`src/rtl/pt_pixel_fetch.sv`:
```
// Pulls one pixel per request from the upstream filter stage, checks its raster position
// and queues it in a small FIFO for the projective-transform stage.
`ifndef LOG_TRUNC
`define LOG_TRUNC 8
`endif
`ifndef IMAGE_WIDTH
`define IMAGE_WIDTH 640
`endif
`ifndef IMAGE_HEIGHT
`define IMAGE_HEIGHT 480
`endif

module pt_pixel_fetch #(
  parameter int PIX_W = `LOG_TRUNC,
  parameter int IMG_W = `IMAGE_WIDTH,
  parameter int IMG_H = `IMAGE_HEIGHT,
  parameter int DEPTH = 8,
  parameter int TMO   = 255
) (
  input  logic             clock,
  input  logic             reset,
  input  logic             frame_flag,
  input  logic             enable,
  output logic             request,
  input  logic [PIX_W-1:0] pixel,
  input  logic [9:0]       x_in,
  input  logic [8:0]       y_in,
  input  logic             pixel_flag,
  output logic             out_valid,
  input  logic             out_ready,
  output logic [PIX_W-1:0] out_pixel,
  output logic [9:0]       out_x,
  output logic [8:0]       out_y,
  output logic             frame_done,
  output logic             busy,
  output logic             err_timeout,
  output logic             err_coord
);

  localparam int AW = (DEPTH > 1) ? $clog2(DEPTH) : 1;
  localparam int CW = $clog2(DEPTH) + 1;
  localparam int TW = $clog2(TMO + 1);
  localparam int EW = PIX_W + 19;

  typedef enum logic [1:0] {IDLE, REQ, WAIT, DONE} state_t;

  state_t        state;
  logic [EW-1:0] mem [DEPTH];
  logic [AW-1:0] wr_ptr, rd_ptr;
  logic [CW-1:0] count;
  logic [9:0]    ex;
  logic [8:0]    ey;
  logic [TW-1:0] tmo_cnt;
  logic          push, pop, last;

  // A new frame flushes everything, so it overrides both push and pop.
  assign push      = (state == WAIT) && pixel_flag && !frame_flag;
  assign pop       = out_valid && out_ready && !frame_flag;
  assign out_valid = (count != '0);
  assign busy      = (state != IDLE);
  assign last      = (ex == 10'(IMG_W - 1)) && (ey == 9'(IMG_H - 1));

  // Only one request is ever outstanding, so a free slot now is a slot reserved for its reply.
  assign request = (state == REQ) && enable && !frame_flag && (count < CW'(DEPTH));

  assign {out_pixel, out_x, out_y} = out_valid ? mem[rd_ptr] : '0;

  always_ff @(posedge clock) begin
    if (push) mem[wr_ptr] <= {pixel, x_in, y_in};
  end

  always_ff @(posedge clock or posedge reset) begin
    if (reset) begin
      state       <= IDLE;
      wr_ptr      <= '0;
      rd_ptr      <= '0;
      count       <= '0;
      ex          <= '0;
      ey          <= '0;
      tmo_cnt     <= '0;
      frame_done  <= 1'b0;
      err_timeout <= 1'b0;
      err_coord   <= 1'b0;
    end else begin
      frame_done <= 1'b0;
      if (frame_flag) begin
        state   <= enable ? REQ : IDLE;
        wr_ptr  <= '0;
        rd_ptr  <= '0;
        count   <= '0;
        ex      <= '0;
        ey      <= '0;
        tmo_cnt <= '0;
      end else begin
        if (push) wr_ptr <= wr_ptr + 1'b1;
        if (pop)  rd_ptr <= rd_ptr + 1'b1;
        case ({push, pop})
          2'b10:   count <= count + 1'b1;
          2'b01:   count <= count - 1'b1;
          default: ;
        endcase

        case (state)
          IDLE: ;
          REQ: begin
            if (request) begin
              state   <= WAIT;
              tmo_cnt <= '0;
            end
          end
          WAIT: begin
            if (pixel_flag) begin
              if (x_in != ex || y_in != ey) err_coord <= 1'b1;
              if (ex == 10'(IMG_W - 1)) begin
                ex <= '0;
                ey <= ey + 1'b1;
              end else begin
                ex <= ex + 1'b1;
              end
              if (last) begin
                state      <= DONE;
                frame_done <= 1'b1;
              end else begin
                state <= REQ;
              end
            end else if (tmo_cnt != TW'(TMO)) begin
              // Counter parks at TMO; the flag is raised but we keep waiting.
              tmo_cnt <= tmo_cnt + 1'b1;
              if (tmo_cnt == TW'(TMO - 1)) err_timeout <= 1'b1;
            end
          end
          DONE: begin
            if (count == '0) state <= IDLE;
          end
          default: state <= IDLE;
        endcase
      end
    end
  end

endmodule

```
`config.mk`:
```
export PLATFORM = sky130hd
export DESIGN_NAME = pt_pixel_fetch
export DESIGN_NICKNAME = d
export VERILOG_FILES = /design/src/rtl/pt_pixel_fetch.sv
export SDC_FILE = /design/constraint.sdc
export NUM_CORES = 1
export LEC_CHECK = 0
export CAP_MARGIN = 5
export CELL_PAD_IN_SITES_DETAIL_PLACEMENT = 1
export CELL_PAD_IN_SITES_GLOBAL_PLACEMENT = 1
export CORE_ASPECT_RATIO = 1.75
export CORE_MARGIN = 1
export CORE_UTILIZATION = 50
export CTS_CLUSTER_SIZE = 28
export DETAILED_ROUTE_END_ITERATION = 16
export PLACE_DENSITY = 0.86
export SLEW_MARGIN = 40
export SYNTH_ARGS = -nofsm -noshare
export SYNTH_HDL_FRONTEND = slang
export SYNTH_SLANG_ARGS = --single-unit
```
`constraint.sdc`:
```
create_clock -name clock -period 10.2 [get_ports clock]
set_clock_uncertainty 0.2 [all_clocks]
set_input_delay 1.02 -clock clock [delete_from_list [all_inputs] [get_ports clock]]
set_output_delay 1.02 -clock clock [all_outputs]
set_load 0.05 [all_outputs]
```
==> impl_metrics.ini, run 1 <==
[logic_synthesis]
synthDistinctLibCells = 50
ys_seq_area_frac = 0.6996
synthArstFlopShare = 0.1628
syn_inst = 632
synth_nets = 673
syn_area_um2 = 10770
synth_seq_cells = 258
ys.flop_type = edfxtp_1
synth-edff-count = 216
avgSynthCellArea_um2 = 17.05
ys_warn_count = 0

[setup_path]
startpoint_type = register
startpoint = rd_ptr[0]$_DFFE_PP0P_
cp_slowest_stage_delay_ns = 0.74
end_kind = primary output
worstPathRequired_ns = 8.98
r2r_start = count[1]$_DFFE_PP0P_
cp.depth = 6
critPathTopFamily = buffers and inverters
r2r_end = count[3]$_DFFE_PP0P_
path_cells = buf_12, buf_12, mux4_2, mux2i_1, nor2_1, clkdlybuf4s50_1
cp_slowest_cell = clkdlybuf4s50_1
cpMostUsedCell = buf_12
worstSetupPathType = reg2out
r2r_slack_ns = 7.21
worstPathMaxFanout = 26
crit_buf_inv = 3
cp.arrival_ns = 3.12
worstRegToRegCells = 7
critPathCapture = out_x[3]

[global_routing]
grt_pass1_wl_um = 38490
grt_antenna_before_repair = 0
grt_max_degree = 57
grt_pass1_vias = 6708
grt_overflow_total = 0
track_usage = 0.2348

[sta]
hold_slack_ns = 0.2769
rsz0062_at_grt = no
finalHoldViolCount = 0
maxSlewViolCount = 0
setup_tns_ns = 0
clock.fmax_mhz = 230.6
tightestPinTransition_ns = 0.8124
period_share = 0.4252
relSlewSlack = 0.4584
period_needed_ns = 4.337
setup_violations = 0

[clocking]
cts_sinks = 258
clk_latency_ns = 0.51
cts_hold_buffers = 0
cts-htree-levels = 1
cts_resized = 0
cts_setup_buffers = 0
numCtsBuffers = 22
clock-root-buffer = clkbuf_16
tritoncts = done
ctsLongestPathBuffers = 3
path_clk_slew_ns = 0.07

[cells_and_area]
drive_gt1_frac = 0.1787
diodes = 0
finalNetCount = 747
nFillCells = 1907
syn_to_final_growth_pct = 16.77
utilization = 0.5985

[flow_run]
maxCapViolations = 0

[die]
die_w_um = 113.0
core_um2 = 21020
die_h_um = 196.2
die-area_um2 = 22160
start_util = 0.5126
top_level_ports = 66
rows = 70

[place]
hpwl_um = 15310
portBuffers = 65
place_congestion = 0.8506

[pwr]
vdd_drop_max_v = 0.0001337
powerDensity_nw_per_um2 = 216.1
power.leakage_nw = 4.132

[routing]
drc = 0
postRouteAntennaNets = 0
drt_first_pass_iters = 4
drt_first_iter_violations = 393
vias = 5918
routedWlPerCell_um = 25.16
viasPerCell = 6.076
finalWirelength_um = 24500

[worst_hold_path]
min_path_type = reg2reg
min-delay-start = err_timeout$_DFFE_PP0P_

[status]
status = completed
through the flow:
step / cells / instance area, um^2 / power, mW / setup WS (ns)
2_1_floorplan: 632 / 10770 / 1.630 / 6.025
3_3_place_gp: 932 / 11760 / 1.809 / 6.147
3_5_place_dp: 934 / 11810 / 1.848 / 6.159
4_1_cts: 974 / 12580 / 2.745 / 5.804
5_1_grt: 974 / 12580 / 2.807 / 5.692
6_report: 974 / 12580 / 2.719 / 5.863
synth_stat cells (all sizes together), types with 10 or more instances:
cell type  count  area (um^2)
xnor2         17        148.9
edfxtp       216         6486
buf           14        57.56
mux4          54         1216
a21oi         12        60.06
mux2i         32        320.3
xor2          17        148.9
clkbuf        16        60.06
nand2         28        105.1
dfrtp         42         1051
nand4         10        62.56
nor2          60        225.2
worst min-delay path by stage:
stage,endpoint,cells after the start
floorplan,tmo_cnt[6]$_DFFE_PP0P_,2
global placement,err_timeout$_DFFE_PP0P_,2
detailed placement,err_timeout$_DFFE_PP0P_,2
CTS,err_timeout$_DFFE_PP0P_,2
global route,err_timeout$_DFFE_PP0P_,2
finish,err_timeout$_DFFE_PP0P_,2
registers in the layout, summed over array words and instances, names as in the netlist:
| name | flops |
|---|---|
| mem | 216 |
| ex | 10 |
| ey | 9 |
| tmo_cnt | 8 |
| count | 4 |
| rd_ptr | 3 |
| wr_ptr | 3 |
| state | 2 |
| err_coord | 1 |
| err_timeout | 1 |
| frame_done | 1 |
kinds of logic (layout without fill, tap and decap cells):
kind of cell               Yosys count  in the layout  synth area share
muxes                               92             92            0.1489
adders and majority gates            8              8          0.009291
DFF                                258            258            0.6996
xor gates and xnor gates            34             34           0.02764
and+or+nand+nor                    162            162           0.07641
buffers and inverters               38            128           0.01370
AOI/OAI and AO/OA                   40             40           0.02451
metal layers:
metal | GRT usage | wire (um) | up-vias
met1 | 0.2694 | 8991 | 3071
met2 | 0.4316 | 13610 | 183
met3 | 0.03707 | 1223 | 50
met5 | 0 | 0 | -
li1 | - | - | 2614
met4 | 0.09942 | 677 | 0
final cells by class:
| cell class | count | area [um^2] | share of cell area |
|---|---|---|---|
| multi-input cells | 336 | 3129 | 0.2487 |
| inverters | 8 | 30.03 | 0.002387 |
| clock buffers | 26 | 586.8 | 0.04664 |
| well taps | 252 | 315.3 | 0.02506 |
| repair buffers | 80 | 788.3 | 0.06266 |
| clock inverters | 14 | 188.9 | 0.01502 |
| flip-flops and latches | 258 | 7542 | 0.5995 |
tightest hold or removal path, delay by kind of cell (launching register included):
| kind | cells | cell delay [ns] |
|---|---|---|
| buf+inv | 1 | 0.04 |
| compound gates | 1 | 0.05 |
| flops | 1 | 0.35 |
cell usage in the layout (no fill, tap or decap), types with 13 or more instances in the layout:
cell / count
mux2i_1: 32
mux4_2: 54
xnor2_1: 17
nor2_1: 54
clkbuf_16: 23
buf_4: 13
nand2_1: 28
xor2_1: 17
edfxtp_1: 216
clkdlybuf4s50_1: 65
dfrtp_1: 40
power breakdown:
part           leakage [nW]  internal, mW  switching, mW
Sequential             2.51          1.16         0.0235
Clock                 0.377         0.537          0.360
Combinational          1.24         0.250          0.393
Total                  4.13          1.94          0.776
Note: power is estimated with default switching activity, not from simulation.
==> run 2: changes to the inputs <==
==> constraint.sdc (replaced) <==
create_clock -name clock -period 4.5 [get_ports clock]
set_clock_uncertainty 0.2 [all_clocks]
set_input_delay 0.45 -clock clock [delete_from_list [all_inputs] [get_ports clock]]
set_output_delay 0.45 -clock clock [all_outputs]
set_load 0.05 [all_outputs]
==> impl_metrics.ini, run 2 (same netlist as run 1, synthesis figures left out) <==
[status]
status = completed

[global_routing]
grt_pass1_wl_um = 40050
grt_overflow_total = 0
grt_max_degree = 43
grt_antenna_before_repair = 0
track_usage = 0.2452
grt_pass1_vias = 6942

[sta]
timing.final.ws_setup_ns = 0.5972
rsz0062_at_grt = no
clock.fmax_mhz = 256.2
period_needed_ns = 3.903
period_share = 0.8673
setup_tns_ns = 0
tightestPinTransition_ns = 0.7484
maxSlewViolCount = 0
finalHoldViolCount = 0
relSlewSlack = 0.4956
setup_violations = 0

[die]
top_level_ports = 66
die-area_um2 = 22160
start_util = 0.5126
die_w_um = 113.0
die_h_um = 196.2
rows = 70
core_um2 = 21020

[clocking]
cts-htree-levels = 1
clk_latency_ns = 0.52
tritoncts = done
cts_sinks = 258
ctsLongestPathBuffers = 3
numCtsBuffers = 24
cts_setup_buffers = 0
clock-root-buffer = clkbuf_16
path_clk_slew_ns = 0.07
cts_resized = 0
cts_hold_buffers = 0

[cells_and_area]
regMostFlops = mem
nFillCells = 1894
largest_register_ff_count = 216
top_regs = mem (216), ex (10), ey (9)
finalNetCount = 761
syn_to_final_growth_pct = 17.63
diodes = 0
layout_common_cells = edfxtp_1, clkdlybuf4s50_1, nor2_1, mux4_2, dfrtp_1
drive_gt1_frac = 0.1992
layout_commonest_cell = edfxtp_1

[routing]
vias = 6100
routedWlPerCell_um = 26.20
drt_first_iter_violations = 423
viasPerCell = 6.162
drt_first_pass_iters = 5
drc = 0
finalWirelength_um = 25940
postRouteAntennaNets = 0

[setup_path]
cp.arrival_ns = 3.25
worstRegToRegCells = 7
worstSetupPathType = reg2out
startpoint_type = register
worstPathMaxFanout = 22
worstPathRequired_ns = 3.85
end_kind = primary output

[place]
pre_cts_ws_ns = 1.132
hpwl_um = 17310
portBuffers = 65
place_congestion = 0.8123

[pwr]
power.leakage_nw = 4.182
powerDensity_nw_per_um2 = 485.0
vdd_drop_max_v = 0.0003129

[flow_run]
maxCapViolations = 0

[worst_hold_path]
min_path_type = in2async
==> run 2: changes by cell type in the layout (fill, tap and decap cells not counted), moves of 2 or more <==
cell	change
buf_4	+12
bufinv_16	-3
clkbuf_1	-2
clkbuf_16	+2
clkinv_2	+2
clkinvlp_4	+3
inv_6	+2
==> run 2: power breakdown <==
part	total (mW)	switching, mW	internal [mW]
logic	1.43	0.862	0.564
clock network	2.02	0.883	1.13
registers	2.71	0.0876	2.62
total	6.15	1.83	4.31
==> run 2: path summary, 6_finish.rpt <==
check,from,to,slack [ns]
min in group clock,err_timeout$_DFFE_PP0P_,err_timeout$_DFFE_PP0P_,0.33
hold / removal,reset,ey[0]$_DFFE_PP0P_,0.17
setup / recovery,rd_ptr[0]$_DFFE_PP0P_,out_y[4],0.60
setup reg to reg,count[0]$_DFFE_PP0P_,count[3]$_DFFE_PP0P_,1.54
hold reg to reg,err_timeout$_DFFE_PP0P_,err_timeout$_DFFE_PP0P_,0.33
max in group asynchronous,reset,rd_ptr[1]$_DFFE_PP0P_,3.44
==> run 2: layer usage <==
layer,part of all wire,track usage
met4,0.037,0.1145
met1,0.35,0.2706
met3,0.048,0.03213
met5,0,0
met2,0.56,0.4618
==> run 2: through the flow <==
stage	cells	utilization	hold WS (ns)	instance area [um^2]	power (mW)
after floorplan	632	-	0.3108	10770	3.695
after global placement	946	0.5655	0.3075	11890	4.141
after detailed placement	946	0.5655	0.3236	11890	4.190
after CTS	990	0.6025	0.1812	12660	6.199
after global routing	990	0.6029	0.2542	12670	6.316
final	990	0.6029	0.1725	12670	6.147
==> run 2: worst max-delay path: stages (launching register included) <==
cell and delay [ns]:
dfrtp_4 0.72, buf_4 0.38, mux4_2 0.55, mux2i_1 0.29, nor2_1 0.07, clkdlybuf4s50_1 0.71
==> run 2: layout make-up <==
cell class | instances | area [um^2] | area share
timing repair buffer | 92 | 878.3 | 0.06931
tap | 252 | 315.3 | 0.02488
inverter | 8 | 30.03 | 0.002369
multi-input combinational | 336 | 3127 | 0.2467
clock buffer | 26 | 629.4 | 0.04966
sequential | 258 | 7545 | 0.5953
clock inverter | 18 | 148.9 | 0.01175
